## src/rtl/apb_led_pkg.sv

```systemverilog
// Shared register map and control-bit positions for the APB PWM LED controller.
package apb_led_pkg;

    localparam logic [31:0] CTRL_OFS       = 32'h00;
    localparam logic [31:0] PRESCALE_OFS   = 32'h04;
    localparam logic [31:0] BLINK_PER_OFS  = 32'h08;
    localparam logic [31:0] BLINK_MASK_OFS = 32'h0C;
    localparam logic [31:0] STATUS_OFS     = 32'h10;
    localparam logic [31:0] DUTY_BASE      = 32'h20;

    localparam int CTRL_EN_BIT       = 0;
    localparam int CTRL_BLINK_EN_BIT = 1;

endpackage

```

## src/rtl/led_pwm_chan.sv

```systemverilog
// One LED channel: duty shadow register that only reloads at period boundaries,
// followed by the registered compare-and-blank output stage.
module led_pwm_chan #(
    parameter int PWM_BITS = 8
) (
    input  logic                clk,
    input  logic                rst,
    input  logic                load_i,
    input  logic                en_i,
    input  logic                blank_i,
    input  logic [PWM_BITS-1:0] duty_i,
    input  logic [PWM_BITS-1:0] pwm_cnt_i,
    output logic                led_o
);

    logic [PWM_BITS-1:0] shadow_q;
    logic                led_q;

    // The shadow keeps the running period's duty stable while software rewrites it.
    always_ff @(posedge clk) begin
        if (!rst) begin
            shadow_q <= '0;
            led_q    <= 1'b0;
        end else begin
            if (load_i) begin
                shadow_q <= duty_i;
            end
            led_q <= en_i & (shadow_q > pwm_cnt_i) & ~blank_i;
        end
    end

    assign led_o = led_q;

endmodule

```

## src/rtl/apb_pwm_led_ctl.sv

```systemverilog
// APB3 slave driving NUM_CH PWM LED channels with a shared, maskable blink.
// Holds the APB decode, register file, prescaler, PWM counter and blink counter.
module apb_pwm_led_ctl
    import apb_led_pkg::*;
#(
    parameter int NUM_CH     = 14,
    parameter int PWM_BITS   = 8,
    parameter int PRESC_BITS = 16,
    parameter int ADDR_W     = 8
) (
    input  logic              clk,
    input  logic              rst,
    input  logic [31:0]       paddr,
    input  logic              psel,
    input  logic              penable,
    input  logic              pwrite,
    input  logic [31:0]       pwdata,
    output logic [31:0]       prdata,
    output logic              pready,
    output logic              pslverr,
    output logic [NUM_CH-1:0] led_out
);

    localparam logic [PWM_BITS-1:0] PWM_LAST = {{(PWM_BITS-1){1'b1}}, 1'b0};

    logic [1:0]            ctrl_q;
    logic [PRESC_BITS-1:0] presc_q;
    logic [15:0]           blinkPer_q;
    logic [NUM_CH-1:0]     blinkMask_q;
    logic [PWM_BITS-1:0]   duty_q [NUM_CH];
    logic [PWM_BITS-1:0]   dutyNext [NUM_CH];

    logic [PRESC_BITS-1:0] prescCnt_q, prescCnt_d;
    logic [PWM_BITS-1:0]   pwmCnt_q, pwmCnt_d;
    logic [15:0]           blinkCnt_q, blinkCnt_d;
    logic                  phase_q, phase_d;

    logic [31:0]       ofs, dutyRel;
    logic              isCtrl, isPresc, isBlinkPer, isBlinkMask, isStatus, isDuty;
    logic              addrOk, access, wrOk;
    logic [NUM_CH-1:0] dutySel;
    logic              en, blinkEn, tick, wrap;
    logic              unusedBits;

    assign ofs         = 32'({paddr[ADDR_W-1:2], 2'b00});
    assign dutyRel     = ofs - DUTY_BASE;
    assign isCtrl      = (ofs == CTRL_OFS);
    assign isPresc     = (ofs == PRESCALE_OFS);
    assign isBlinkPer  = (ofs == BLINK_PER_OFS);
    assign isBlinkMask = (ofs == BLINK_MASK_OFS);
    assign isStatus    = (ofs == STATUS_OFS);
    assign isDuty      = (ofs >= DUTY_BASE) && (dutyRel[31:2] < 30'(NUM_CH));
    assign addrOk      = isCtrl | isPresc | isBlinkPer | isBlinkMask | isStatus | isDuty;

    assign access  = psel & penable;
    assign pslverr = access & (~addrOk | (pwrite & isStatus));
    assign wrOk    = access & pwrite & addrOk & ~isStatus;
    assign pready  = 1'b1;

    assign en      = ctrl_q[CTRL_EN_BIT];
    assign blinkEn = ctrl_q[CTRL_BLINK_EN_BIT];
    assign tick    = en & (prescCnt_q >= presc_q);
    assign wrap    = tick & (pwmCnt_q == PWM_LAST);

    assign unusedBits = ^{paddr[31:ADDR_W], paddr[1:0], pwdata, dutyRel[1:0]};

    always_ff @(posedge clk) begin
        if (!rst) begin
            ctrl_q      <= '0;
            presc_q     <= '0;
            blinkPer_q  <= '0;
            blinkMask_q <= '0;
            for (int i = 0; i < NUM_CH; i++) begin
                duty_q[i] <= '0;
            end
        end else begin
            if (wrOk && isCtrl)      ctrl_q      <= pwdata[1:0];
            if (wrOk && isPresc)     presc_q     <= pwdata[PRESC_BITS-1:0];
            if (wrOk && isBlinkPer)  blinkPer_q  <= pwdata[15:0];
            if (wrOk && isBlinkMask) blinkMask_q <= pwdata[NUM_CH-1:0];
            for (int i = 0; i < NUM_CH; i++) begin
                if (wrOk && dutySel[i]) duty_q[i] <= pwdata[PWM_BITS-1:0];
            end
        end
    end

    // Unmapped and erroneous reads fall through to zero.
    always_comb begin
        prdata = '0;
        if (psel) begin
            if (isCtrl)      prdata[1:0]            = ctrl_q;
            if (isPresc)     prdata[PRESC_BITS-1:0] = presc_q;
            if (isBlinkPer)  prdata[15:0]           = blinkPer_q;
            if (isBlinkMask) prdata[NUM_CH-1:0]     = blinkMask_q;
            if (isStatus) begin
                prdata[0]             = phase_q;
                prdata[8 +: PWM_BITS] = pwmCnt_q;
            end
            for (int i = 0; i < NUM_CH; i++) begin
                if (dutySel[i]) prdata[PWM_BITS-1:0] = duty_q[i];
            end
        end
    end

    // The >= compares let a smaller PRESCALE or BLINK_PERIOD act at once without wrapping.
    always_comb begin
        prescCnt_d = prescCnt_q;
        pwmCnt_d   = pwmCnt_q;
        blinkCnt_d = blinkCnt_q;
        phase_d    = phase_q;
        if (!en) begin
            prescCnt_d = '0;
            pwmCnt_d   = '0;
            blinkCnt_d = '0;
            phase_d    = 1'b1;
        end else begin
            prescCnt_d = tick ? '0 : prescCnt_q + 1'b1;
            if (tick) begin
                pwmCnt_d = wrap ? '0 : pwmCnt_q + 1'b1;
            end
            if (wrap) begin
                if (blinkCnt_q >= blinkPer_q) begin
                    blinkCnt_d = '0;
                    phase_d    = ~phase_q;
                end else begin
                    blinkCnt_d = blinkCnt_q + 1'b1;
                end
            end
        end
    end

    always_ff @(posedge clk) begin
        if (!rst) begin
            prescCnt_q <= '0;
            pwmCnt_q   <= '0;
            blinkCnt_q <= '0;
            phase_q    <= 1'b1;
        end else begin
            prescCnt_q <= prescCnt_d;
            pwmCnt_q   <= pwmCnt_d;
            blinkCnt_q <= blinkCnt_d;
            phase_q    <= phase_d;
        end
    end

    // A DUTY write landing on the wrap edge is forwarded so the shadow still catches it.
    for (genvar i = 0; i < NUM_CH; i++) begin : g_chan
        assign dutySel[i]  = isDuty & (dutyRel[31:2] == 30'(i));
        assign dutyNext[i] = (wrOk & dutySel[i]) ? pwdata[PWM_BITS-1:0] : duty_q[i];

        led_pwm_chan #(
            .PWM_BITS(PWM_BITS)
        ) u_chan (
            .clk      (clk),
            .rst      (rst),
            .load_i   (wrap | ~en),
            .en_i     (en),
            .blank_i  (blinkEn & blinkMask_q[i] & ~phase_q),
            .duty_i   (dutyNext[i]),
            .pwm_cnt_i(pwmCnt_q),
            .led_o    (led_out[i])
        );
    end

endmodule

```

## config.mk

```make
export PLATFORM = sky130hd
export DESIGN_NAME = apb_pwm_led_ctl
export DESIGN_NICKNAME = d
export VERILOG_FILES = /design/src/rtl/apb_led_pkg.sv /design/src/rtl/led_pwm_chan.sv /design/src/rtl/apb_pwm_led_ctl.sv
export SDC_FILE = /design/constraint.sdc
export NUM_CORES = 1
export LEC_CHECK = 0
export ABC_CLOCK_PERIOD_IN_PS = 3130
export CORE_AREA = 10 10 225 227
export CTS_CLUSTER_DIAMETER = 30
export DETAILED_ROUTE_END_ITERATION = 16
export DIE_AREA = 0 0 235 237
export PLACE_DENSITY = 0.59
export SYNTH_ARGS = -nofsm -noshare
export SYNTH_HDL_FRONTEND = slang
export SYNTH_SLANG_ARGS = --single-unit
```

## constraint.sdc

```tcl
create_clock -name clk -period 3.13 [get_ports clk]
set_clock_uncertainty 0.1 [all_clocks]
set_input_delay 0.313 -clock clk [delete_from_list [all_inputs] [get_ports clk]]
set_output_delay 0.313 -clock clk [all_outputs]
set_load 0.02 [all_outputs]
```

==> reports/results.ini, run 1 <==
[floorplanning]
core_um2 = 46160
placement_rows = 79
die_area_um2 = 55700
ioPinCount = 117
floorplan.die.height_um = 237
die_x_um = 235
floorplan.initialDensity_pct = 39.58

[grt]
globalRouteMet2Util_pct = 39.03
number_of_global_route_vias_before_repair = 16172
globalRouteOverflowTotal = 0
global_route_wire_length_before_repair_um = 98740
groute.usage.overall_pct = 22.86
grt_start_max_net_pins = 112
grt.busiest_layer = met2
met3_usage_pct = 3.809
antenna_found_initial = 0
grt_met1_use_pct = 28.55

[pwr]
vdd_ir_drop_max_mv = 0.3612
combinationalPowerShare_pct = 7.1
internal_power_uw = 10960
total_power_uw = 14310
sw_frac_of_total_pct = 23.39
sequentialPowerShare_pct = 33.0
areal_power_density_over_the_cells_nw_per_um2 = 600.6
clock_power_share_pct = 59.9
netSwitchingPower_uw = 3347
p_leak_uw = 0.009989

[synthesis]
number_of_instances_in_the_synthesized_netlist = 1961
synthArstFlopShare_pct = 0
yosys.cell_count.top_type = sky130_fd_sc_hd__dfxtp_1
synth_area_per_cell_um2 = 9.317
number_of_library_cell_types_mapped_by_synthesis = 80
synth_area_leader_cell = sky130_fd_sc_hd__dfxtp_1
synth.ff_latch_count = 327
synth-edff-count = 112
ys_top_cells_by_count = sky130_fd_sc_hd__dfxtp_1 (215), sky130_fd_sc_hd__a21oi_1 (171), sky130_fd_sc_hd__nand2_1 (164)
synth_area_um2 = 18270
dominantRegCellSynth = sky130_fd_sc_hd__dfxtp_1
synth.yosys.warnings = 0
ys_seq_area_share_pct = 41.96
yosys-top-cells-area = sky130_fd_sc_hd__dfxtp_1 (24%), sky130_fd_sc_hd__edfxtp_1 (18%), sky130_fd_sc_hd__ha_1 (10%)
yosys.area.top_type_share_pct = 23.56

[clock_network]
htree_levels = 3
worstSkewPairLatency_ns = 0.62
clock-sinks = 327
hold_buffers = 0
register_clock_pin_slew_on_the_reported_worst_setup_and_hold_paths_ns = 0.04
cts-root-to-sink-buffers = 3
cts-buffers-inserted = 82
cts_root_buffer = sky130_fd_sc_hd__clkbuf_16
cts_tree = built

[placement]
io_buffers = 57
gp_congestion = 0.9986
dpl.hpwl_um = 47450

[outcome]
run_status = finished, final reports clean

[layout]
layout-area-overhead-vs-synth_pct = 30.39
filler_cells_inserted = 4214
nNetsFinal = 2404
post_route_cells_drive_above_1_share_pct = 18.38
antenna-diode-count = 0
fin_util_pct = 51.61

[timing]
period_share_pct = 98.11
hold_viol = 0
worst_slew_margin_rel_pct = 33.17
slew_viol_final = 0
fin_crit_ns = 3.071
max_slew.worst_pin.slew_ns = 1.001
timing.final.setup_violations = 0
setup_repair_after_global_routing_missed_its_margin = yes
max_clock_freq_mhz = 325.6

[routing]
finalWirelength_um = 65520
via_per_inst = 5.584
first_pass_iters = 5
routed-via-count = 15965
drc = 0
dr.first_iter.drc_count = 1109
antenna_violating_nets_post_route = 0
wire_per_inst_um = 22.92

[critical_path]
startpoint_of_the_worst_register_to_register_path = presc_q[6]
type_of_element_capturing_the_critical_path = output port
crit_path_top_delay_cell = sky130_fd_sc_hd__or4_4
maximum_fanout_along_the_worst_path = 6
r2r_setup_slack_ns = 0.19
cpLargestDelayFamily = simple AND/OR/NAND/NOR gates
cp_num_buf_inv = 4
timing_worst_setup_path_type = input port to output port
regToRegEndpoint = g_chan[8].u_chan.shadow_q[7]
timing.reg2reg.worst_path_depth = 10
crit_top_cell = sky130_fd_sc_hd__buf_4
critical_path.cell_chain = buf_4, inv_2, ha_2, ha_4, o311ai_4, buf_4, or4_4, nor2_4, a222oi_1, and3_1, a211oi_4, buf_6
cp.arrival_ns = 2.66
required_ns = 2.72
cpPeakStageDelay_ns = 0.43
setup.worst_path.start_class = input port

[worst_hold_path]
min_delay_worst_endpoint = g_chan[2].u_chan.shadow_q[2]
worst_hold_startpoint = rst
holdCritPathClass = input port to register
hold_path_stages = 3

[job]
max_cap_viol_count = 0

[kinds of logic (layout without fill, tap and decap cells)]
logic type / count (synthesis) / after routing / synth area share (%)
AO/OA/AOI/OAI: 549 / 549 / 19.03
AND/OR/NAND/NOR: 537 / 537 / 14.13
flip-flops: 327 / 327 / 41.96
buffers and inverters: 236 / 512 / 5.691
adder cells (fa/ha/maj): 151 / 151 / 10.34
multiplexers: 145 / 145 / 8.128
XOR/XNOR: 14 / 14 / 0.6711
other: 2 / 17 / 0.04110
[cell usage in the layout (no fill, tap or decap), types with 8 or more instances in the layout]
cell                                n
sky130_fd_sc_hd__or3_1             13
sky130_fd_sc_hd__nand2b_1          11
sky130_fd_sc_hd__o22ai_1           11
sky130_fd_sc_hd__a221oi_1          12
sky130_fd_sc_hd__nand4_1           26
sky130_fd_sc_hd__edfxtp_1         112
sky130_fd_sc_hd__o31a_1            10
sky130_fd_sc_hd__buf_4            189
sky130_fd_sc_hd__a21boi_0          30
sky130_fd_sc_hd__clkbuf_16         85
sky130_fd_sc_hd__buf_6             11
sky130_fd_sc_hd__ha_1             149
sky130_fd_sc_hd__clkdlybuf4s50_1   33
sky130_fd_sc_hd__clkbuf_8           9
sky130_fd_sc_hd__dfxtp_1          215
sky130_fd_sc_hd__o21ai_0          155
sky130_fd_sc_hd__bufinv_16         10
sky130_fd_sc_hd__o211a_1           10
sky130_fd_sc_hd__conb_1            17
sky130_fd_sc_hd__mux2i_1          136
sky130_fd_sc_hd__inv_1             89
sky130_fd_sc_hd__a22oi_1           22
sky130_fd_sc_hd__a21oi_1          170
sky130_fd_sc_hd__o21a_1            31
sky130_fd_sc_hd__nor3_1            11
sky130_fd_sc_hd__nand2_1          164
sky130_fd_sc_hd__nor2b_1           49
sky130_fd_sc_hd__clkbuf_1          14
sky130_fd_sc_hd__and3_1            13
sky130_fd_sc_hd__nor4_1             8
sky130_fd_sc_hd__nor2_1           160
sky130_fd_sc_hd__buf_12            21
sky130_fd_sc_hd__clkinv_2          15
sky130_fd_sc_hd__a31oi_1           12
sky130_fd_sc_hd__nand3_1           39
[worst max path at each step]
stage | from | end | slack [ns] | depth (start not counted)
5_1_grt | paddr[6] | prdata[0] | -0.04 | 15
3_3_place_gp | paddr[5] | prdata[6] | -0.91 | 11
6_report | paddr[6] | prdata[2] | 0.06 | 12
4_1_cts | paddr[7] | pslverr | 0.001 | 10
3_5_place_dp | paddr[6] | prdata[6] | -0.91 | 12
2_1_floorplan | paddr[5] | prdata[7] | 0.03 | 11
[routing by layer]
| metal | up-vias | part of all wire [%] |
|---|---|---|
| li1 | 7581 | - |
| met1 | 7818 | 43 |
| met2 | 450 | 49 |
| met3 | 116 | 5.2 |
| met4 | 0 | 2.9 |
| met5 | - | 0 |
[what timing repair did]
action                     4_1_cts  5_1_grt
buffers inserted                 4        2
setup endpoints to repair       23       14
resized for setup               72       20
pin swaps                       18       18
[tightest hold or removal path, delay by kind of cell]
family          cells  cell delay [ns]
compound gates      2             0.18
buf+inv             1             0.26
[registers in the layout (all words and copies together) (netlist names), 2 cells and up]
register	flops
presc_q	16
blinkMask_q	14
duty_q	112
g_chan.u_chan.shadow_q	112
pwmCnt_q	8
prescCnt_q	16
blinkCnt_q	16
g_chan.u_chan.led_o	14
ctrl_q	2
blinkPer_q	16
[final cells by class]
| cell class | instances | area (µm²) | area share, % |
|---|---|---|---|
| clock buffer | 108 | 2303 | 9.669 |
| tap | 607 | 759.5 | 3.188 |
| clock inverter | 44 | 518.0 | 2.174 |
| timing repair buffer | 269 | 2434 | 10.21 |
| multi-input combinational | 1413 | 9801 | 41.14 |
| sequential | 327 | 7667 | 32.18 |
| inverter | 91 | 341.6 | 1.434 |
[per-stage QoR]
step                setup WS [ns]  hold slack, ns  TNS [ns]  instance area [µm²]  std cells
detailed placement        -0.9052          0.3561    -44.81                20820       2702
global placement          -0.9133          0.3515    -46.78                20820       2702
finish                    0.05903          0.1235         0                23820       2859
global route             -0.03752          0.1168  -0.04806                23820       2859
floorplan                 0.02564          0.3417         0                18390       1976
CTS                      0.001187         0.09560         0                23750       2857
[power by group through the flow]
| stage | logic [µW] | clock network [µW] | registers [µW] |
|---|---|---|---|
| final | 1010 | 8570 | 4720 |
| after CTS | 1000 | 8650 | 4720 |
| after global routing | 1100 | 8870 | 4730 |
| after floorplan | 590 | 0 | 4720 |
| after detailed placement | 975 | 0 | 4790 |
| after global placement | 959 | 0 | 4790 |
Note: power is estimated with default switching activity, not from simulation.
==> inputs of run 2 (changes only) <==
- ABC_AREA: unset -> 1
- ABC_CLOCK_PERIOD_IN_PS: 3130 -> 3600
- CORE_AREA: 10 10 225 227 -> 10 10 224 226
- DIE_AREA: 0 0 235 237 -> 0 0 234 236
- GPL_TIMING_DRIVEN: unset -> 0
- PLACE_DENSITY: 0.59 -> 0.57
- clock period: 3.13 -> 3.6 ns (I/O delays scaled with it)
==> run 2 against run 1 <==
- synthesized cell count rose by 14%
- non-clock buffer count fell by 51
- wire length rose by 2.5%
- hold slack improved by 0.084 ns
- register-to-register slack improved by 0.47 ns
- sequential share of layout area rose by 1.4 points
- power fell by 8.0%
- cell area fell by 4.2%
- combinational power fell by 23%
- final cell count rose by 7.8%
- clock-buffer cell count rose by 3
- largest cell class unchanged
==> reports/results.ini, run 2 <==
[layout]
largestRegisters = duty_q (112), g_chan.u_chan.shadow_q (112)
post_route_cells_drive_above_1_share_pct = 14.67
layout-area-overhead-vs-synth_pct = 25.99
layout.area.seq_um2 = 7669
multi_input_area_um2 = 9019
filler_cells_inserted = 4364
final_cell_mix = sky130_fd_sc_hd__nand2_1 (366), sky130_fd_sc_hd__nor2_1 (214), sky130_fd_sc_hd__dfxtp_1 (214)
nNetsFinal = 2624
antenna-diode-count = 0
layout.cells.most_common = sky130_fd_sc_hd__nand2_1

[routing]
met1_length_um = 28580
first_pass_iters = 6
finalWirelength_um = 67160
routed-via-count = 17013
wire_per_inst_um = 21.79
met2_wirelength_um = 30990
maxUsedRoutingLayer = met4
antenna_violating_nets_post_route = 0
dr.first_iter.drc_count = 1608
met3_length_um = 5645
via_per_inst = 5.520
drc = 0

[placement]
dpl.hpwl_um = 49850
dpl_worst_slack_ns = -1.044
gp_congestion = 0.9509
io_buffers = 51

[critical_path]
maximum_fanout_along_the_worst_path = 10
timing_worst_setup_path_type = input port to output port
setup.worst_path.start_class = input port
cp.arrival_ns = 3.07
type_of_element_capturing_the_critical_path = output port
required_ns = 3.14

[clock_network]
cts-root-to-sink-buffers = 3
htree_levels = 3
cts-buffers-inserted = 89
hold_buffers = 0
register_clock_pin_slew_on_the_reported_worst_setup_and_hold_paths_ns = 0.04
cts_root_buffer = sky130_fd_sc_hd__clkbuf_16
cts_tree = built
worstSkewPairLatency_ns = 0.61
clock-sinks = 327

[grt]
antenna_found_initial = 0
number_of_global_route_vias_before_repair = 16338
groute.usage.overall_pct = 23.86
global_route_wire_length_before_repair_um = 100200
grt_start_max_net_pins = 20
globalRouteOverflowTotal = 0

[pwr]
clock_power_share_pct = 63.1
netSwitchingPower_uw = 3020
combinationalPowerShare_pct = 5.9
sw_frac_of_total_pct = 22.93
p_leak_uw = 0.009514
sequentialPowerShare_pct = 31.0
vdd_ir_drop_max_mv = 0.4247
internal_power_uw = 10150
areal_power_density_over_the_cells_nw_per_um2 = 576.8

[floorplanning]
placement_rows = 79
die_x_um = 234
ioPinCount = 117
die_area_um2 = 55220
core_um2 = 45860
floorplan.initialDensity_pct = 39.51
floorplan.die.height_um = 236

[timing]
max_slew.worst_pin.slew_ns = 1.182
fin_crit_ns = 3.532
hold_ws_ns = 0.2080
setup_repair_after_global_routing_missed_its_margin = no
postLayoutSetupSlackWorst_ns = 0.06767
max_clock_freq_mhz = 283.1
hold_viol = 0
slew_viol_final = 0
timing.final.setup_violations = 0
worst_slew_margin_rel_pct = 21.17
period_share_pct = 98.12

[outcome]
run_status = finished, final reports clean

[worst_hold_path]
holdCritPathClass = input port to register

[synthesis]
number_of_instances_in_the_synthesized_netlist = 2233
synth.yosys.warnings = 0
yosys.cell_count.top_type = sky130_fd_sc_hd__nand2_1
synth.ff_latch_count = 327
yosys.area.top_type_share_pct = 23.76
xor_and_xnor_area_share_after_synthesis_pct = 0.7734
synth_area_leader_cell = sky130_fd_sc_hd__dfxtp_1
ys_seq_area_share_pct = 42.32
dominantRegCellSynth = sky130_fd_sc_hd__dfxtp_1
muxShareOfSynthArea_pct = 0.2831
number_of_library_cell_types_mapped_by_synthesis = 57
synth-compound-area-share_pct = 16.09
synth_area_um2 = 18120
dominant_combinational_cell_family_by_area_after_synthesis = simple AND/OR/NAND/NOR gates
synthArstFlopShare_pct = 0
yosys-top-cells-area = sky130_fd_sc_hd__dfxtp_1 (24%), sky130_fd_sc_hd__edfxtp_1 (19%), sky130_fd_sc_hd__ha_1 (10%)
synth_area_per_cell_um2 = 8.114
synth-edff-count = 112
synth_simple_gate_area_share_pct = 21.32
ys_top_cells_by_count = sky130_fd_sc_hd__nand2_1 (368), sky130_fd_sc_hd__nor2_1 (220), sky130_fd_sc_hd__dfxtp_1 (215)
synth-adder-area-share_pct = 10.43

[job]
max_cap_viol_count = 0

[run 2: cell count changes after synthesis, moves of 23 or more]
cell                       before  now
sky130_fd_sc_hd__a22oi_1       23    0
sky130_fd_sc_hd__nor2_1       160  220
sky130_fd_sc_hd__inv_1         91  187
sky130_fd_sc_hd__o21a_1        31    2
sky130_fd_sc_hd__nor2b_1       50    0
sky130_fd_sc_hd__o21ai_0      155  196
sky130_fd_sc_hd__nand3_1       40  137
sky130_fd_sc_hd__buf_2         21   51
sky130_fd_sc_hd__mux2i_1      136    4
sky130_fd_sc_hd__a21boi_0      30    0
sky130_fd_sc_hd__nand2_1      164  368
sky130_fd_sc_hd__clkbuf_1      86   56
sky130_fd_sc_hd__a31oi_1       15   92
[run 2: kinds of logic (layout without fill, tap and decap cells)]
group | Yosys count | after routing
mux | 5 | 5
compound gates | 520 | 520
other cells | 2 | 17
xor+xnor | 16 | 16
buf+inv | 354 | 581
simple gates | 858 | 858
fa+ha+maj | 151 | 151
flops | 327 | 327
[run 2: worst paths after layout]
check / startpoint / end / slack (ns) / depth (start not counted)
worst max-delay path: paddr[4] / prdata[12] / 0.07 / 9
worst max register to register: presc_q[15] / g_chan[3].u_chan.shadow_q[7] / 0.66 / 17
worst min-delay path: pwdata[4] / g_chan[9].u_chan.shadow_q[4] / 0.21 / 3
worst min register to register: g_chan[1].u_chan.shadow_q[0] / g_chan[1].u_chan.shadow_q[0] / 0.36 / 2
[run 2: power by group through the flow]
stage	Sequential [µW]	Combinational, µW	Clock (µW)
floorplan	4100	472	0
global placement	4140	724	0
global route	4100	846	8570
finish	4090	778	8300
detailed placement	4140	743	0
CTS	4080	756	8340
[run 2: through the flow]
stage	std cells	util (%)	TNS (ns)	area [µm²]	total power, µW
floorplan	2248	-	0	18170	4572
global placement	2906	42.40	-13.75	19440	4866
detailed placement	2906	42.40	-18.75	19440	4888
CTS	3077	49.69	0	22790	13180
global route	3082	49.77	0	22830	13510
finish	3082	49.77	0	22830	13170
[run 2: routing by layer]
layer	vias up	global-route usage (%)
met5	-	0
met4	0	8.055
met3	127	4.813
met2	794	37.88
met1	8059	31.62
li1	8033	-
[run 2: critical path, stage by stage]
cell and delay (ns):
sky130_fd_sc_hd__dlygate4sd2_1 0.32, sky130_fd_sc_hd__nor2_4 0.20, sky130_fd_sc_hd__nand2_2 0.19, sky130_fd_sc_hd__nor2_4 0.23, sky130_fd_sc_hd__buf_4 0.23, sky130_fd_sc_hd__buf_2 0.23
sky130_fd_sc_hd__a221oi_1 0.11, sky130_fd_sc_hd__a211oi_1 0.47, sky130_fd_sc_hd__clkdlybuf4s50_1 0.72
[run 2: layout make-up]
| class | instances | share of cell area, % |
|---|---|---|
| buffer | 153 | 3.672 |
| clock buffer | 111 | 10.88 |
| tap | 607 | 3.327 |
| clock inverter | 51 | 3.031 |
| timing repair buffer | 65 | 2.603 |
| inverter | 201 | 3.387 |
| multi-input combinational | 1567 | 39.51 |
| sequential | 327 | 33.59 |
[run 2: what timing repair did]
item                                    4_1_cts  5_1_grt
buffers inserted                             10        5
endpoints found under the setup margin       14        9
pin swaps                                    21       15
gates resized for setup                      68       15
==> inputs of run 3 (changes only) <==
- CORE_AREA: 10 10 224 226 -> 10 10 193 195
- DIE_AREA: 0 0 234 236 -> 0 0 203 205
- PLACE_DENSITY: 0.57 -> 0.74
- TNS_END_PERCENT: unset -> 20
==> run 3 against run 2 <==
- hold slack lost 0.0084 ns
- highest routed layer is now met5
- register-to-register slack lost 0.24 ns
- via count grew 0.80%
- power shrank 13%
- combinational power shrank 1%
- utilization grew 16 points
- critical path depth grew 14
- largest power group unchanged
- die area shrank 25%
- critical path type unchanged
- largest cell class unchanged
==> reports/results.ini, run 3 (same netlist as run 2, synthesis figures left out) <==
[outcome]
run_status = finished, final reports clean

[grt]
number_of_global_route_vias_before_repair = 16362
grt_start_max_net_pins = 20
groute.usage.overall_pct = 29.87
antenna_found_initial = 2
globalRouteOverflowTotal = 0
global_route_wire_length_before_repair_um = 95340

[pwr]
netSwitchingPower_uw = 2898
internal_power_uw = 8513
sequentialPowerShare_pct = 35.9
areal_power_density_over_the_cells_nw_per_um2 = 521.5
combinationalPowerShare_pct = 6.7
clock_power_share_pct = 57.4
p_leak_uw = 0.009119
sw_frac_of_total_pct = 25.40
total_power_uw = 11410
vdd_ir_drop_max_mv = 0.3695

[job]
max_cap_viol_count = 0

[critical_path]
type_of_element_capturing_the_critical_path = output port
maximum_fanout_along_the_worst_path = 6
timing_worst_setup_path_type = input port to output port
required_ns = 3.14
timing.reg2reg.worst_path_depth = 12
cp.arrival_ns = 2.97
setup.worst_path.start_class = input port

[clock_network]
clock-sinks = 327
cts-root-to-sink-buffers = 3
cts_root_buffer = sky130_fd_sc_hd__clkbuf_16
register_clock_pin_slew_on_the_reported_worst_setup_and_hold_paths_ns = 0.05
htree_levels = 3
worstSkewPairLatency_ns = 0.60
cts_tree = built
cts-buffers-inserted = 75
hold_buffers = 0

[routing]
drc = 0
first_pass_iters = 8
dr.first_iter.drc_count = 2052
antenna_violating_nets_post_route = 0
finalWirelength_um = 63640
via_per_inst = 5.918
wire_per_inst_um = 21.96
routed-via-count = 17149

[floorplanning]
placement_rows = 67
die_area_um2 = 41620
ioPinCount = 117
floorplan.die.height_um = 205
floorplan.initialDensity_pct = 54.44
die_x_um = 203
core_um2 = 33280

[timing]
period_share_pct = 95.36
worst_slew_margin_rel_pct = 26.51
max_clock_freq_mhz = 291.3
slew_viol_final = 0
max_slew.worst_pin.slew_ns = 1.102
fin_crit_ns = 3.433
timing.final.setup_violations = 0
hold_ws_ns = 0.1996
hold_viol = 0

[layout]
nNetsFinal = 2608
post_route_cells_drive_above_1_share_pct = 13.43
filler_cells_inserted = 2827
multi_input_area_um2 = 9009
layout.cells.most_common = sky130_fd_sc_hd__nand2_1
final_cell_mix = sky130_fd_sc_hd__nand2_1 (365), sky130_fd_sc_hd__nor2_1 (215), sky130_fd_sc_hd__dfxtp_1 (215)
layout-area-overhead-vs-synth_pct = 20.77
layout.area.seq_um2 = 7667
antenna-diode-count = 0
largestRegisters = duty_q (112), g_chan.u_chan.shadow_q (112)

[worst_hold_path]
holdCritPathClass = input port to register
hold_path_stages = 3

[placement]
gp_congestion = 0.9903
dpl.hpwl_um = 47220
io_buffers = 51

[run 3: cell count changes in the layout (fill, tap and decap cells not counted), sizes merged]
cell           change
clkdlybuf4s15      +2
clkbuf            -25
clkinv             +2
inv                +3
clkinvlp           +5
dlymetal6s2s       +1
clkdlybuf4s50      -1
bufinv            -11
buf                -1
[run 3: final timing paths]
check	from	endpoint	slack, ns
worst max register to register	blinkCnt_q[9]	blinkCnt_q[3]	0.42
worst min-delay path	pwdata[4]	g_chan[4].u_chan.shadow_q[4]	0.20
worst min register to register	g_chan[8].u_chan.shadow_q[0]	g_chan[8].u_chan.shadow_q[0]	0.37
worst max-delay path	paddr[5]	prdata[0]	0.17
[run 3: power groups by stage]
stage                     logic (µW)  clock network [µW]  registers [µW]
after detailed placement         723                   0            4150
after global routing             829                6790            4100
after floorplan                  472                   0            4100
final                            768                6550            4090
after global placement           701                   0            4140
after CTS                        737                6560            4080
[run 3: stage by stage]
step                        TNS (ns)  utilization [%]  setup slack [ns]  cell area, µm²  std cells
final                              0            65.75            0.1669           21880       2898
after global routing      -0.0006541            65.75        -0.0006541           21880       2898
after CTS                    -0.2260            65.63          -0.07216           21840       2896
after detailed placement      -11.47            57.83           -0.8256           19250       2747
after global placement        -8.828            57.83           -0.8321           19250       2747
after floorplan                    0                -            0.7886           18170       2248
[run 3: final cells by class]
class | count | share of cell area (%)
inverters | 201 | 3.522
plain buffers | 153 | 3.843
multi-input cells | 1567 | 41.17
repair buffers | 63 | 2.648
well taps | 448 | 2.562
clock inverters | 50 | 2.064
clock buffers | 89 | 9.149
flip-flops and latches | 327 | 35.04
[run 3: timing repair]
item                                   in CTS  in global routing
pin swaps                                  10                 17
buffers inserted                           10                  2
gates resized for setup                    57                 27
endpoints found under the hold margin       0                  0
setup endpoints to repair                  14                 13
[run 3: per-layer routing]
layer | global-route usage, % | share of wire (%)
met1 | 37.59 | 39
met4 | 15.27 | 4.4
met2 | 47.06 | 45
met5 | 0 | 0.041
met3 | 7.187 | 12
[run 3: critical path, cell delays in order]
cell                              delay [ns]
sky130_fd_sc_hd__buf_6                  0.10
sky130_fd_sc_hd__inv_4                  0.05
sky130_fd_sc_hd__ha_1                   0.19
sky130_fd_sc_hd__ha_1                   0.27
sky130_fd_sc_hd__nand2_1                0.06
sky130_fd_sc_hd__inv_2                  0.06
sky130_fd_sc_hd__nand2_4                0.06
sky130_fd_sc_hd__nor2_8                 0.14
sky130_fd_sc_hd__buf_4                  0.15
sky130_fd_sc_hd__nand3_4                0.12
sky130_fd_sc_hd__buf_4                  0.20
sky130_fd_sc_hd__nand2_1                0.06
sky130_fd_sc_hd__inv_1                  0.04
sky130_fd_sc_hd__nand2_1                0.11
sky130_fd_sc_hd__nand2_1                0.08
sky130_fd_sc_hd__nand3_1                0.09
sky130_fd_sc_hd__nand2_1                0.09
sky130_fd_sc_hd__nand4_1                0.08
sky130_fd_sc_hd__nor2_1                 0.06
sky130_fd_sc_hd__nand4_1                0.10
sky130_fd_sc_hd__nand2_1                0.08
sky130_fd_sc_hd__a21oi_1                0.15
sky130_fd_sc_hd__clkdlybuf4s15_2        0.29
==> edit (config.mk and constraints of run 3) <==
Change the parameter `PRESC_BITS` from 16 to 20.
--- a/src/rtl/apb_pwm_led_ctl.sv
+++ b/src/rtl/apb_pwm_led_ctl.sv
@@ -5,7 +5,7 @@
 #(
     parameter int NUM_CH     = 14,
     parameter int PWM_BITS   = 8,
-    parameter int PRESC_BITS = 16,
+    parameter int PRESC_BITS = 20,
     parameter int ADDR_W     = 8
 ) (
     input  logic              clk,
Function: changed (Yosys sat finds a counterexample within 4 cycles, from zero or initial values and one cycle with rst low).
==> edit against run 3 <==
Cell count increased by 3.1%. Synthesized area increased by 1.1%. Cell area increased by 2.3%. Power increased by 1.3%. Sequential power increased by 2%. Global-route usage decreased by 0.069 points. Critical endpoint is now prdata[1]. Wire length decreased by 0.14%. Setup slack got worse by 0.046 ns. Sequential cell count increased by 8.
==> edit: results (changes against run 3) <==
Mapped Cells - 2,309 (+3.4%)
DR pass1 iterations - 6 (-2)
Non-Filler Cell Area, Final - 22,400 um^2 (+2.3%)
Status - completed
Hold_ws - 0.212 ns (+0.0121 ns)
Final net count - 2,701 (+3.6%)
Cell Area, Placed - 19,500 um^2 (+1.6%)
Fill cells - 2,778 (-1.7%)
Mux contribution to synthesized area - 0 (-0.00283)
Post-Place Cells - 2,831 (+3.1%)
Pre-CTS WS - -1.25 ns (-0.429 ns)
Met1 usage - 0.367 (-0.00896)
Unique masters post-synth - 50 (-12%)
Postcts setup bufs - 11 (+1)
Non-CTS buffers - 228 (+5.6%)
Register area share after synthesis - 0.427 (+0.00426)
Register Area - 7830 um^2 (+2.1%)
Top post-synthesis cells by area - dfxtp_1 (24%), edfxtp_1 (18%), ha_1 (11%)
FF-to-FF path depth - 14 (+2)
Post-synthesis xor/xnor area fraction - 0.00622 (-0.00152)
Reg2Reg Capture Point - g_chan[3].u_chan.shadow_q[2]
Multi-In Gates - 1,626 (+3.8%)
Core Util, Final - 0.672 (+0.0149)
Worst path slowest cell - ha_1
Detailed Route Iter0 Violations - 1,934 (-5.8%)
Synth Area in Adders - 0.106 (+0.00163)
TritonCTS buffer count - 73 (-2.7%)
Routability cong. - 1.03 (+3.6%)
Largest net degree at the start of global routing - 21 (+5.0%)
Worst VDD drop - 413 uV (+12%)
Pleak - 9.17 nW (+0.60%)
Critical Path Start - paddr[6]
Post-DP HPWL - 47.9 mm (+1.4%)
Grt met2 use - 0.478 (+0.00786)
Routed length on met3 - 6.56 mm (-12%)
Slowest stage delay, CP - 0.27 ns (-0.02 ns)
First-pass GRT wire length - 95.8 mm (+0.51%)
DR top layer - met4
Setup WS post-layout - 0.121 ns (-0.0461 ns)
Layout cell share with drive strength beyond 1 - 0.117 (-0.0175)
Clk cell area share - 0.110 (-0.00236)
CTS sink cnt - 335 (+2.4%)
R2R Path Start - prescCnt_q[13]
Max-Slew Margin vs Limit - 0.275 (+0.0103)
Post_cts resized - 98 (+72%)
Avg WL per Cell - 21.3 um (-3.1%)
Critical path arrival - 3.02 ns (+0.05 ns)
[edit: cell types whose count changed after synthesis, sizes merged, moves of 5 or more]
cell	before	now
nand4	37	46
nor2	237	367
buf	97	62
o21ai	203	208
dfxtp	215	223
inv	197	210
nand2	386	327
a31oi	92	17
nor3	31	41
nand3	142	75
a211oi	12	74
a21oi	170	221
clkbuf	56	84
[edit: how the worst max path moves through the flow]
| stage | to | cells past startpoint |
|---|---|---|
| 6_report | prdata[1] | 22 |
| 3_5_place_dp | prdata[3] | 19 |
| 4_1_cts | prdata[5] | 22 |
| 5_1_grt | prdata[1] | 22 |
| 3_3_place_gp | prdata[6] | 20 |
| 2_1_floorplan | prdata[6] | 18 |
[edit: power breakdown]
group / leakage [nW] / total, mW / internal (mW) / switching [mW]
Clock: 1.20 / 6.61 / 4.41 / 2.21
Sequential: 2.90 / 4.18 / 4.07 / 0.111
Combinational: 5.08 / 0.764 / 0.259 / 0.505
Total: 9.17 / 11.6 / 8.74 / 2.82
